### src/rtl/audio_pkg.sv
// Shared types and helpers for the audio framing path: sample format,
// offset-binary conversion and the framer state encoding.
package audio_pkg;

  localparam int SAMPLE_W = 12;
  localparam logic [SAMPLE_W-1:0] ADC_MID = 12'h800;

  typedef logic signed [SAMPLE_W-1:0] sample_t;

  typedef enum logic [1:0] {
    IDLE   = 2'd0,
    RUN    = 2'd1,
    FINISH = 2'd2
  } framer_state_t;

  // Offset-binary to two's complement is a flip of the MSB.
  function automatic sample_t adc_to_signed(input logic [SAMPLE_W-1:0] code);
    return sample_t'(code ^ ADC_MID);
  endfunction

  // Magnitude as unsigned; -2048 maps to 2048 without saturation.
  function automatic logic [SAMPLE_W-1:0] abs_sample(input sample_t x);
    logic [SAMPLE_W-1:0] u;
    u = x;
    return x[SAMPLE_W-1] ? (~u + 12'd1) : u;
  endfunction

endpackage

### src/rtl/sample_fifo.sv
// Synchronous first-word-fall-through FIFO. A read frees a slot in the same
// cycle, so a write into a full FIFO is accepted when it coincides with a read.
module sample_fifo #(
  parameter int WIDTH = 13,
  parameter int DEPTH = 64
) (
  input  logic             clk,
  input  logic             rst,
  input  logic             wr_en,
  input  logic [WIDTH-1:0] wr_data,
  input  logic             rd_en,
  output logic [WIDTH-1:0] rd_data,
  output logic             full,
  output logic             empty
);

  localparam int AW = $clog2(DEPTH);

  logic [WIDTH-1:0] mem [DEPTH];
  logic [AW:0]      wr_ptr;
  logic [AW:0]      rd_ptr;
  logic             do_wr;
  logic             do_rd;

  assign empty = (wr_ptr == rd_ptr);
  assign full  = (wr_ptr[AW] != rd_ptr[AW]) && (wr_ptr[AW-1:0] == rd_ptr[AW-1:0]);
  assign do_rd = rd_en && !empty;
  assign do_wr = wr_en && (!full || do_rd);

  // Head is masked while empty so stale storage never shows after reset.
  assign rd_data = empty ? '0 : mem[rd_ptr[AW-1:0]];

  always_ff @(posedge clk) begin
    if (do_wr) mem[wr_ptr[AW-1:0]] <= wr_data;
  end

  always_ff @(posedge clk or negedge rst) begin
    if (!rst) begin
      wr_ptr <= '0;
      rd_ptr <= '0;
    end else begin
      if (do_wr) wr_ptr <= wr_ptr + 1'b1;
      if (do_rd) rd_ptr <= rd_ptr + 1'b1;
    end
  end

endmodule

### src/rtl/audio_framer.sv
// Converts ADC samples to signed, groups them into frames, buffers them in a
// FWFT FIFO and reports per-frame sum|x| energy with a voice-activity flag.
module audio_framer
  import audio_pkg::*;
#(
  parameter int FRAME_LEN = 256,
  parameter int DEPTH     = 64,
  parameter int THRESH    = 4096,
  localparam int ACC_W    = SAMPLE_W + $clog2(FRAME_LEN)
) (
  input  logic                clk,
  input  logic                rst,
  input  logic                enable,
  input  logic [SAMPLE_W-1:0] adc_data,
  input  logic                sample_tick,
  output logic [SAMPLE_W-1:0] out_sample,
  output logic                out_valid,
  input  logic                out_ready,
  output logic                out_last,
  output logic [ACC_W-1:0]    frame_energy,
  output logic                energy_valid,
  output logic                vad,
  output logic                overflow,
  output framer_state_t       state
);

  localparam int IDX_W = $clog2(FRAME_LEN);

  // Stream: a beat transfers on a cycle where out_valid && out_ready; while
  // out_valid is high and out_ready low, out_sample/out_last hold their value.
  framer_state_t        state_d;
  sample_t              conv_sample;
  logic                 conv_valid;
  logic [IDX_W-1:0]     idx;
  logic [ACC_W-1:0]     acc;
  logic [ACC_W-1:0]     sum;
  logic [SAMPLE_W-1:0]  abs_x;
  logic                 accept_tick;
  logic                 rd;
  logic                 wr_ok;
  logic                 at_last;
  logic                 fifo_full;
  logic                 fifo_empty;
  logic [SAMPLE_W:0]    fifo_head;

  assign accept_tick = sample_tick && (state == RUN || state == FINISH);
  assign out_valid   = !fifo_empty;
  assign rd          = out_valid && out_ready;
  assign wr_ok       = conv_valid && (!fifo_full || rd);
  assign at_last     = (idx == IDX_W'(FRAME_LEN - 1));
  assign abs_x       = abs_sample(conv_sample);
  assign sum         = acc + ACC_W'(abs_x);
  assign out_last    = fifo_head[SAMPLE_W];
  assign out_sample  = fifo_head[SAMPLE_W-1:0];

  sample_fifo #(
    .WIDTH (SAMPLE_W + 1),
    .DEPTH (DEPTH)
  ) u_fifo (
    .clk     (clk),
    .rst     (rst),
    .wr_en   (wr_ok),
    .wr_data ({at_last, conv_sample}),
    .rd_en   (out_ready),
    .rd_data (fifo_head),
    .full    (fifo_full),
    .empty   (fifo_empty)
  );

  // A sample still in the conversion stage counts as part of the open frame.
  always_comb begin
    state_d = state;
    case (state)
      IDLE:    if (enable) state_d = RUN;
      RUN:     if (!enable) state_d = (idx == '0 && !conv_valid) ? IDLE : FINISH;
      FINISH:  if ((wr_ok && at_last) || (idx == '0 && !conv_valid)) state_d = IDLE;
      default: state_d = IDLE;
    endcase
  end

  always_ff @(posedge clk or negedge rst) begin
    if (!rst) begin
      state        <= IDLE;
      conv_sample  <= '0;
      conv_valid   <= 1'b0;
      idx          <= '0;
      acc          <= '0;
      frame_energy <= '0;
      energy_valid <= 1'b0;
      vad          <= 1'b0;
      overflow     <= 1'b0;
    end else begin
      state        <= state_d;
      conv_valid   <= accept_tick;
      energy_valid <= 1'b0;
      if (accept_tick) conv_sample <= adc_to_signed(adc_data);
      if (conv_valid && !wr_ok) overflow <= 1'b1;
      // Dropped samples leave index and accumulator untouched.
      if (wr_ok) begin
        if (at_last) begin
          idx          <= '0;
          acc          <= '0;
          frame_energy <= sum;
          vad          <= (sum > ACC_W'(THRESH));
          energy_valid <= 1'b1;
        end else begin
          idx <= idx + 1'b1;
          acc <= sum;
        end
      end
    end
  end

endmodule

### config.mk
export PLATFORM = sky130hd
export DESIGN_NAME = audio_framer
export DESIGN_NICKNAME = d
export VERILOG_FILES = /design/src/rtl/audio_pkg.sv /design/src/rtl/sample_fifo.sv /design/src/rtl/audio_framer.sv
export SDC_FILE = /design/constraint.sdc
export NUM_CORES = 1
export LEC_CHECK = 0
export BUFFER_PORTS_ARGS = -buffer_cell sky130_fd_sc_hd__clkbuf_2
export CELL_PAD_IN_SITES_DETAIL_PLACEMENT = 0
export CELL_PAD_IN_SITES_GLOBAL_PLACEMENT = 1
export CORE_MARGIN = 3
export CORE_UTILIZATION = 50
export DETAILED_ROUTE_END_ITERATION = 8
export PLACE_DENSITY_LB_ADDON = 0.2
export SYNTH_ARGS = -nofsm -noshare
export SYNTH_HDL_FRONTEND = slang
export SYNTH_SLANG_ARGS = --single-unit
### constraint.sdc
create_clock -name clk -period 4.1 [get_ports clk]
set_input_delay 0.205 -clock clk [delete_from_list [all_inputs] [get_ports clk]]
set_output_delay 0.205 -clock clk [all_outputs]
set_load 0.005 [all_outputs]
Word-level counts from Yosys, hierarchy flattened

Memory sizes are Yosys's and may differ from the RTL's.
Index checks and enable logic that the tools add are counted.

RAM bits: 832
Output and inout port bits: 39
Input port bits: 17
Logic and storage cells: 61
Register bits: 80
Memories kept: 1

Magnitude comparators: 1
Add/subtract/negate cells: 5
Equal/unequal tests: 9
Muxes and demuxes: 13
Reductions and logical operators: 19
Bitwise gates (word level): 2

Memory list:

| name       | words | width | read ports | clocked after memory_dff | wr ports | RTL line          | RTL |
|---|---|---|---|---|---|---|---|
| u_fifo.mem | 64    | 13    | 1          | 0                        | 1        | sample_fifo.sv:19 | `logic [WIDTH-1:0] mem [DEPTH];` |

Operator list:

| operator                                                               | count |
|---|---|
| 20-bit by 12-bit adder with 20-bit output                              | 1 |
| 20-bit by 13-bit > comparator with 1-bit output, second input constant | 1 |
| 20-bit two-way mux                                                     | 1 |
| 7-bit by 1-bit adder with 7-bit output, second input constant          | 2 |
| 13-bit two-way mux                                                     | 1 |
| 12-bit by 1-bit adder with 12-bit output, second input constant        | 1 |
| 12-bit two-way mux                                                     | 1 |
| 12-bit NOT                                                             | 1 |
| 8-bit by 1-bit adder with 8-bit output, second input constant          | 1 |
| 8-bit == test, second input constant                                   | 1 |
| 1-bit logical AND                                                      | 8 |
| 8-bit zero test                                                        | 1 |
| 2-bit two-way mux                                                      | 4 |
| 8-bit two-way mux                                                      | 1 |
| 7-bit == test                                                          | 1 |
| 6-bit == test                                                          | 1 |
| 2-bit one-hot mux with 3 select lines                                  | 1 |
| 1-bit zero test                                                        | 4 |
| 1-bit two-way mux                                                      | 4 |
| 2-bit != test, second input constant                                   | 2 |
| 1-bit logical OR                                                       | 3 |
| 3-bit AND reduction                                                    | 1 |
| 2-bit by 1-bit == test with 1-bit output, second input constant        | 1 |
| 2-bit == test, second input constant                                   | 1 |
| 5 further kinds                                                        | 5 |

Depth between registers and ports, before layout

Gate-level depths: netlist of the first run.

Word-level depth: 9
Depth in mapped cells: 15
Mapped depth without buffers: 14

Cells and area by module

From an unflattened synthesis of the first run, not the netlist that was laid out.

Cell total of the unflattened synthesis: 1930
Area total of the unflattened synthesis: 36475.0 um^2

By module, submodules not included:

| module       | cells an instance | sequential area each (um^2) | instances | area an instance (um^2) |
|---|---|---|---|---|
| sample_fifo  | 1541              | 25334.3                     | 1         | 32796.5 |
| audio_framer | 389               | 1651.6                      | 1         | 3678.5 |

Worst setup path before layout of the first run

Ideal clock, no wire load.

Kind: register to register
From: register conv_sample[1]
To: register vad
Stages on the path, launching flop included: 16
Path buffers: 1
Arrival: 3.852 ns
Path slack: 0.114 ns
Setup time: 0.134 ns
Required time: 3.966 ns
Period minus slack after synthesis: 3.986 ns
Cells stage by stage: dfrtp_1 > inv_1 > ha_1 > nand2_1 > or4_1 > o21ai_0 > xnor2_1 > ha_1 > clkbuf_1 > a21oi_1 > o21ai_0 > a21oi_1 > a21boi_1 > mux2i_1 > o2111a_1 > a31oi_1

Word-level cells in the longest chain between the ends: 5

RTL lines:

| element                                             | RTL line            | RTL |
|---|---|---|
| from (decl)                                         | audio_framer.sv:32  | `sample_t conv_sample;` |
| from (signal assigned)                              | audio_framer.sv:96  | `if (accept_tick) conv_sample <= adc_to_signed(adc_data);` |
| 12-bit NOT                                          | audio_pkg.sv:25     | `return x[SAMPLE_W-1] ? (~u + 12'd1) : u;` |
| 12-bit by 1-bit adder with 12-bit output            | audio_pkg.sv:25     |  |
| 12-bit two-way mux (*)                              | audio_pkg.sv:25     |  |
| 20-bit by 12-bit adder with 20-bit output (*)       | audio_framer.sv:52  | `assign sum = acc + ACC_W'(abs_x);` |
| 20-bit by 13-bit > comparator with 1-bit output (*) | audio_framer.sv:104 | `vad <= (sum > ACC_W'(THRESH));` |
| to (signal assigned)                                | audio_framer.sv:104 |  |
| to (decl)                                           | audio_framer.sv:22  | `output logic vad,` |

Every way passes the cells marked *; elsewhere a longest branch is shown, timed or not.
A chain may end at the register's enable or synchronous reset.

Worst setup path after layout of the first run

From: register conv_sample[1]
To: register frame_energy[18]

Word-level cells in the longest chain between the ends: 4

RTL lines:

| element                                       | RTL line            | RTL |
|---|---|---|
| 12-bit NOT                                    | audio_pkg.sv:25     |  |
| 12-bit by 1-bit adder with 12-bit output      | audio_pkg.sv:25     |  |
| 12-bit two-way mux (*)                        | audio_pkg.sv:25     |  |
| 20-bit by 12-bit adder with 20-bit output (*) | audio_framer.sv:52  |  |
| to (signal assigned)                          | audio_framer.sv:103 | `frame_energy <= sum;` |
| to (decl)                                     | audio_framer.sv:20  | `output logic [ACC_W-1:0] frame_energy,` |

Marked as above.

==> reports/results.txt, run 1 <==
grt total ovfl = 0
TNS Setup = 0 ns
n_diodes = 0
WL final = 82000 um
clock root cell = clkbuf_16
area of the multi-input gates = 8920 um^2
vias after detailed routing = 17740
gp weighted congestion = 0.834
CTS tree = yes
Main synth FF type = edfxtp_1
simple-gate portion of the synthesized area = 3.23%
Worst Hold Class = input pin to async pin
first-pass GRT wire length = 122000 um
ANT nets after route = 0
crit share post-route = 93.3%
mux cell area share after synthesis = 17.4%
status = complete, no violations
vias in the first global route = 18288
worst setup margin = 0.275 ns
post-synth net total = 1779
DR vias/cell = 6.02
Avg WL per Cell = 27.8 um
DRC viols = 0
area delta synth->final = 14.5%
largest net degree at the start of global routing = 68
Fmax achieved = 0.261 GHz
worst vdd ir = 0.000503 V
H-tree depth = 3
CP arrival = 4.39 ns
Slew HR = 28.4%
PwrDens = 737 nW/um^2
Seq/Total Area, Yosys = 74.3%
Reg area = 27000 um^2
synthesis-stage register bit count = 912
Synth Area in XOR/XNOR = 1.13%
compound-gate portion of the synthesized area = 1.91%
Crit path depth = 14
share of layout cells above drive strength 1 = 31.1%
Setup CP Type = flip-flop to flip-flop
CTS Sinks = 912
Fillers = 5210
Place WS = 0.378 ns
Post-Place Cells = 2765
Total GRT Usage = 22.4%
delay-heaviest family, CP = simple AND/OR/NAND/NOR gates
dpl hpwl = 49800 um
Max Slew Vio Count = 0
nets@finish = 1966
crit path max-delay cell type = nor3_1
critical path required time = 4.67 ns
fin cells = 2949
IO Count = 56
Crit path buffers/inverters = 1
initial drt markers = 1954
CTS clock-pin slew for the worst setup and hold paths = 0.06 ns
Crit. Startpoint = conv_sample[1]$_DFFE_PN0P_
Tightest Pin Transition = 1.07 ns
clock buffer depth = 3
Die ar. = 75900 um^2
Core Region = 71700 um^2
RSZ-0062 raised after global routing = no
Cells after Synth = 1740
starting density of the core = 50.6%
clk_lat worst skew = 0.64 ns
worst r2r dst = frame_energy[18]$_DFFE_PN0P_
Worst setup EP type = flip-flop
most frequent cells after synthesis = 832 x edfxtp_1, 273 x mux4_2, 80 x dfrtp_1, 80 x nand2_1, 72 x nor2_1
worst path cell trace = inv_1 > ha_1 > nand2_1 > or4_1 > o21ai_0 > xnor2_1 > ha_1 > and2_1 > and3_1 > a21oi_1 > nor3_1 > nand3_1 > xor2_1 > o21ai_0
Pleak = 0.0136 uW
slowest stage delay, CP = 0.69 ns
R2R Setup Slk = 0.27 ns
path depth of the worst reg2reg path = 14
Yosys top cell by area = edfxtp_1
CP startpoint kind = flip-flop
Yosys top cell area share = 68.8%
Max-Cap Viols = 0
row cnt = 98
CP endpoint = frame_energy[18]$_DFFE_PN0P_
Num CTS Buffers = 92
ys async rst share = 8.77%
syn_area_per_cell = 20.9 um^2
cell with the most instances after synthesis = edfxtp_1
initial antenna violation count = 3
final hold viol count = 0
Yosys warnings = 0
die span in y = 276 um
CP max FO = 10
final setup skew = 0.0188 ns
reg2reg start = conv_sample[1]$_DFFE_PN0P_
Post-synth EDFFs = 832
Netlist cell types = 58
final setup vio count = 0
adder-cell share of the synthesized area = 0.779%
largest family of logic cells by synthesized area = multiplexers
PortBufs = 55
TritonRoute pass-1 iters = 5
Die Span X = 276 um
mapped cell area = 36300 um^2
Area contributors post-synth = edfxtp_1 69%, mux4_2 17%, dfrtp_1 5.5%
final worst path period need = 3.83 ns
[cell families after synthesis]
kind of cell             after synthesis
AO/OA/AOI/OAI                        112
XOR/XNOR                              47
adder cells (fa/ha/maj)               22
buffers and inverters                113
flip-flops                           912
multiplexers                         287
AND/OR/NAND/NOR                      247
[sequential cells by signal, indices dropped and copies added (netlist names)]
signal / flops
overflow: 1
u_fifo.mem: 832
state: 2
conv_sample: 12
acc: 20
u_fifo.rd_ptr: 7
vad: 1
frame_energy: 20
u_fifo.wr_ptr: 7
idx: 8
energy_valid: 1
conv_valid: 1
[per-stage QoR]
stage                     cell area [um^2]  utilization [%]  hold slack [ns]  total power [uW]
after global routing                 41600             58.0            0.118             32000
after floorplan                      36300                -          -0.0906             19000
after global placement               38500             53.7            0.236             22700
final                                41600             58.0           0.0931             30600
after CTS                            41600             57.9           0.0778             31000
after detailed placement             38500             53.7            0.230             22900
[layout make-up]
class / instances / share of cell area, %
clock buffer: 121 / 5.94
clock inverter: 45 / 1.08
inverter: 18 / 0.162
multi-input combinational: 715 / 21.5
sequential: 912 / 65.0
tap: 950 / 2.86
timing repair buffer: 188 / 3.53
[cells in the final DEF (no fill, tap or decap), types with 16 or more instances in the layout]
cell	count
a21oi_1	18
nor2_1	72
ha_1	21
edfxtp_1	832
clkbuf_16	92
inv_1	17
dfrtp_1	64
xnor2_1	32
mux4_2	273
buf_4	106
clkbuf_1	23
nand2_1	79
o21ai_0	50
clkbuf_2	54
nand3_1	16
[worst min-delay path by stage]
stage                                              end  slack [ns]  cells after the start
after CTS                           acc[6]$_DFFE_PN0P_        0.08                      2
after detailed placement            idx[1]$_DFFE_PN0P_        0.23                      1
after global routing      u_fifo.rd_ptr[1]$_DFFE_PN0P_        0.12                      2
final                               idx[1]$_DFFE_PN0P_        0.09                      2
after floorplan                     acc[0]$_DFFE_PN0P_       -0.09                      0
after global placement              idx[2]$_DFFE_PN0P_        0.24                      1
[metal layers]
layer  global-route usage (%)  vias up  share of wire, %
li1                         -     7555                 -
met1                     32.2     9509                43
met2                     35.2      546                49
met3                     4.49      130               6.1
met4                     6.75        0               2.5
met5                        0        -                 0
[where the power goes]
group / switching [uW] / total (uW) / internal, uW
Combinational: 5850 / 10400 / 4500
Sequential: 518 / 12200 / 11700
Clock: 3440 / 8070 / 4640
[what timing repair did]
item | CTS | global route
endpoints found under the setup margin | 0 | 3
hold buffers | 15 | 0
setup buffers | 0 | 3
gates resized for setup | 0 | 1
endpoints found under the hold margin | 53 | 0
Note: power is estimated with default switching activity, not from simulation.
==> inputs of run 2 (changes only) <==
==> constraint.sdc (replaced) <==
create_clock -name clk -period 4.1 [get_ports clk]
set_input_delay 0.205 -clock clk [delete_from_list [all_inputs] [get_ports clk]]
set_output_delay 0.205 -clock clk [all_outputs]
set_load 0.1 [all_outputs]
==> run 2 against run 1 <==
Net effect:
- global-route usage fell by 0.33 points
- non-clock buffer count fell by 7
- flip-flop and latch count did not move
- total power rose by 5.2%
- core utilization barely moved
- register-to-register slack improved by 0.13 ns
- fmax fell by 4.0%
- wire length fell by 1.1%
- critical endpoint is now out_sample[5]
- largest power group unchanged
- highest routed layer unchanged
==> reports/results.txt, run 2 (same netlist as run 1, synthesis figures left out) <==
status = complete, no violations
initial drt markers = 1809
clock root cell = clkbuf_16
Num CTS Buffers = 92
ANT nets after route = 0
PortBufs = 55
final setup skew = 0.0272 ns
DR top layer = met4
H-tree depth = 3
Pleak = 0.0136 uW
metal3 WL = 5930 um
worst r2r dst = frame_energy[18]$_DFFE_PN0P_
combinational power share = 37.0%
Worst Hold Class = input pin to async pin
Final Util = 58.0%
first-pass GRT wire length = 121000 um
fin cells = 2950
share of layout cells above drive strength 1 = 30.9%
routed length on met2 = 38500 um
final hold viol count = 0
Max Slew Vio Count = 0
worst vdd ir = 0.00171 V
worst path cell trace = buf_16 > mux4_2 > mux4_2 > mux4_2 > nor2b_1 > clkbuf_2
CTS tree = yes
Internal = 20900 uW
critical path required time = 3.89 ns
PwrDens = 775 nW/um^2
path depth of the worst reg2reg path = 14
slowest stage delay, CP = 0.61 ns
Slew HR = 42.8%
vias after detailed routing = 17626
final setup vio count = 0
crit path max-delay cell type = dfrtp_4
Crit path depth = 6
CTS Sinks = 912
CP arrival = 3.78 ns
Setup CP Type = flip-flop to primary output
Switching Power = 11400 uW
CP startpoint kind = flip-flop
TritonRoute pass-1 iters = 5
clock buffer depth = 3
most common cell after layout, fill and taps aside = edfxtp_1
Total GRT Usage = 22.1%
max reg flops = 832
die span in y = 276 um
Avg WL per Cell = 27.5 um
Clock power frac = 25.1%
Die ar. = 75900 um^2
starting density of the core = 50.6%
reg2reg start = conv_sample[1]$_DFFE_PN0P_
delay-heaviest family, CP = multiplexers
final worst path period need = 3.98 ns
DRC viols = 0
Sw Share = 35.3%
Max-Cap Viols = 0
WL final = 81200 um
row cnt = 98
vias in the first global route = 18059
Top cell by count, worst path = mux4_2
Crit path buffers/inverters = 2
grt total ovfl = 0
Fmax achieved = 0.251 GHz
gp weighted congestion = 0.804
R2R Setup Slk = 0.40 ns
Core Region = 71700 um^2
CTS clock-pin slew for the worst setup and hold paths = 0.06 ns
commonest non-fill, non-tap cells in the layout = 832 x edfxtp_1, 273 x mux4_2, 99 x buf_4
DR vias/cell = 5.97
wl on met1 = 34300 um
RSZ-0062 raised after global routing = no
largest net degree at the start of global routing = 75
IO Count = 56
Tightest Pin Transition = 0.858 ns
clk_lat worst skew = 0.63 ns
area delta synth->final = 14.5%
initial antenna violation count = 5
CP max FO = 44
Worst setup EP type = primary output
Die Span X = 276 um
share of total power in sequential cells = 37.8%
crit share post-route = 97.1%
Post-Place Cells = 2760
dpl hpwl = 48800 um
nets@finish = 1959
-- run 2: metal layers --
layer / vias to the layer above / track usage (%)
met4: 0 / 7.32
met2: 570 / 34.3
met5: - / 0
li1: 7556 / -
met3: 128 / 4.82
met1: 9372 / 31.5
-- run 2: power by group through the flow --
stage | combinational [uW] | clock (uW) | sequential [uW]
after detailed placement | 11900 | 0 | 12400
after CTS | 12100 | 8280 | 12200
after floorplan | 7860 | 0 | 12700
after global placement | 11800 | 0 | 12400
after global routing | 12700 | 8650 | 12300
final | 11900 | 8090 | 12200
-- run 2: area by class of cell --
type / instances / area, um^2
Antenna cell: 3 / 7.51
Clock inverter: 55 / 474
Fill cell: 5277 / 30200
Tap cell: 950 / 1190
Multi-Input combinational cell: 715 / 8920
Clock buffer: 116 / 2440
Inverter: 18 / 67.6
Sequential cell: 912 / 27000
Timing Repair Buffer: 181 / 1450
-- run 2: worst max-delay path by stage --
stage / endpoint / startpoint
after floorplan: vad$_DFFE_PN0P_ / conv_sample[1]$_DFFE_PN0P_
after global placement: frame_energy[18]$_DFFE_PN0P_ / conv_sample[1]$_DFFE_PN0P_
after detailed placement: frame_energy[18]$_DFFE_PN0P_ / conv_sample[1]$_DFFE_PN0P_
after CTS: out_sample[7] / u_fifo.rd_ptr[0]$_DFFE_PN0P_
after global routing: out_sample[5] / u_fifo.rd_ptr[0]$_DFFE_PN0P_
final: out_sample[5] / u_fifo.rd_ptr[0]$_DFFE_PN0P_
-- run 2: metrics by stage --
stage          hold slack, ns  total power, uW   TNS, ns  worst slack (ns)  instance area (um^2)
6_report               0.0810            32200         0             0.117                 41600
2_1_floorplan         -0.0906            20500         0             0.114                 36300
5_1_grt                 0.133            33600         0           0.00148                 41600
3_5_place_dp            0.226            24300         0             0.467                 38400
4_1_cts                0.0825            32600  -0.00480          -0.00471                 41600
3_3_place_gp            0.218            24200         0             0.516                 38400
-- run 2: worst register-to-register path: cells and delay by family, from the launching register on --
family	cells	cell delay, ns
compound gates	3	0.45
xor+xnor	2	0.29
fa+ha+maj	2	0.63
buf+inv	1	0.09
flops	1	0.41
simple gates	6	1.74
-- run 2: repair_timing --
action / in CTS / in global routing
hold buffers: 15 / 0
setup buffers: 1 / 0
hold endpoints to repair: 55 / 0
resized for setup: 7 / 7
setup endpoints to repair: 12 / 7
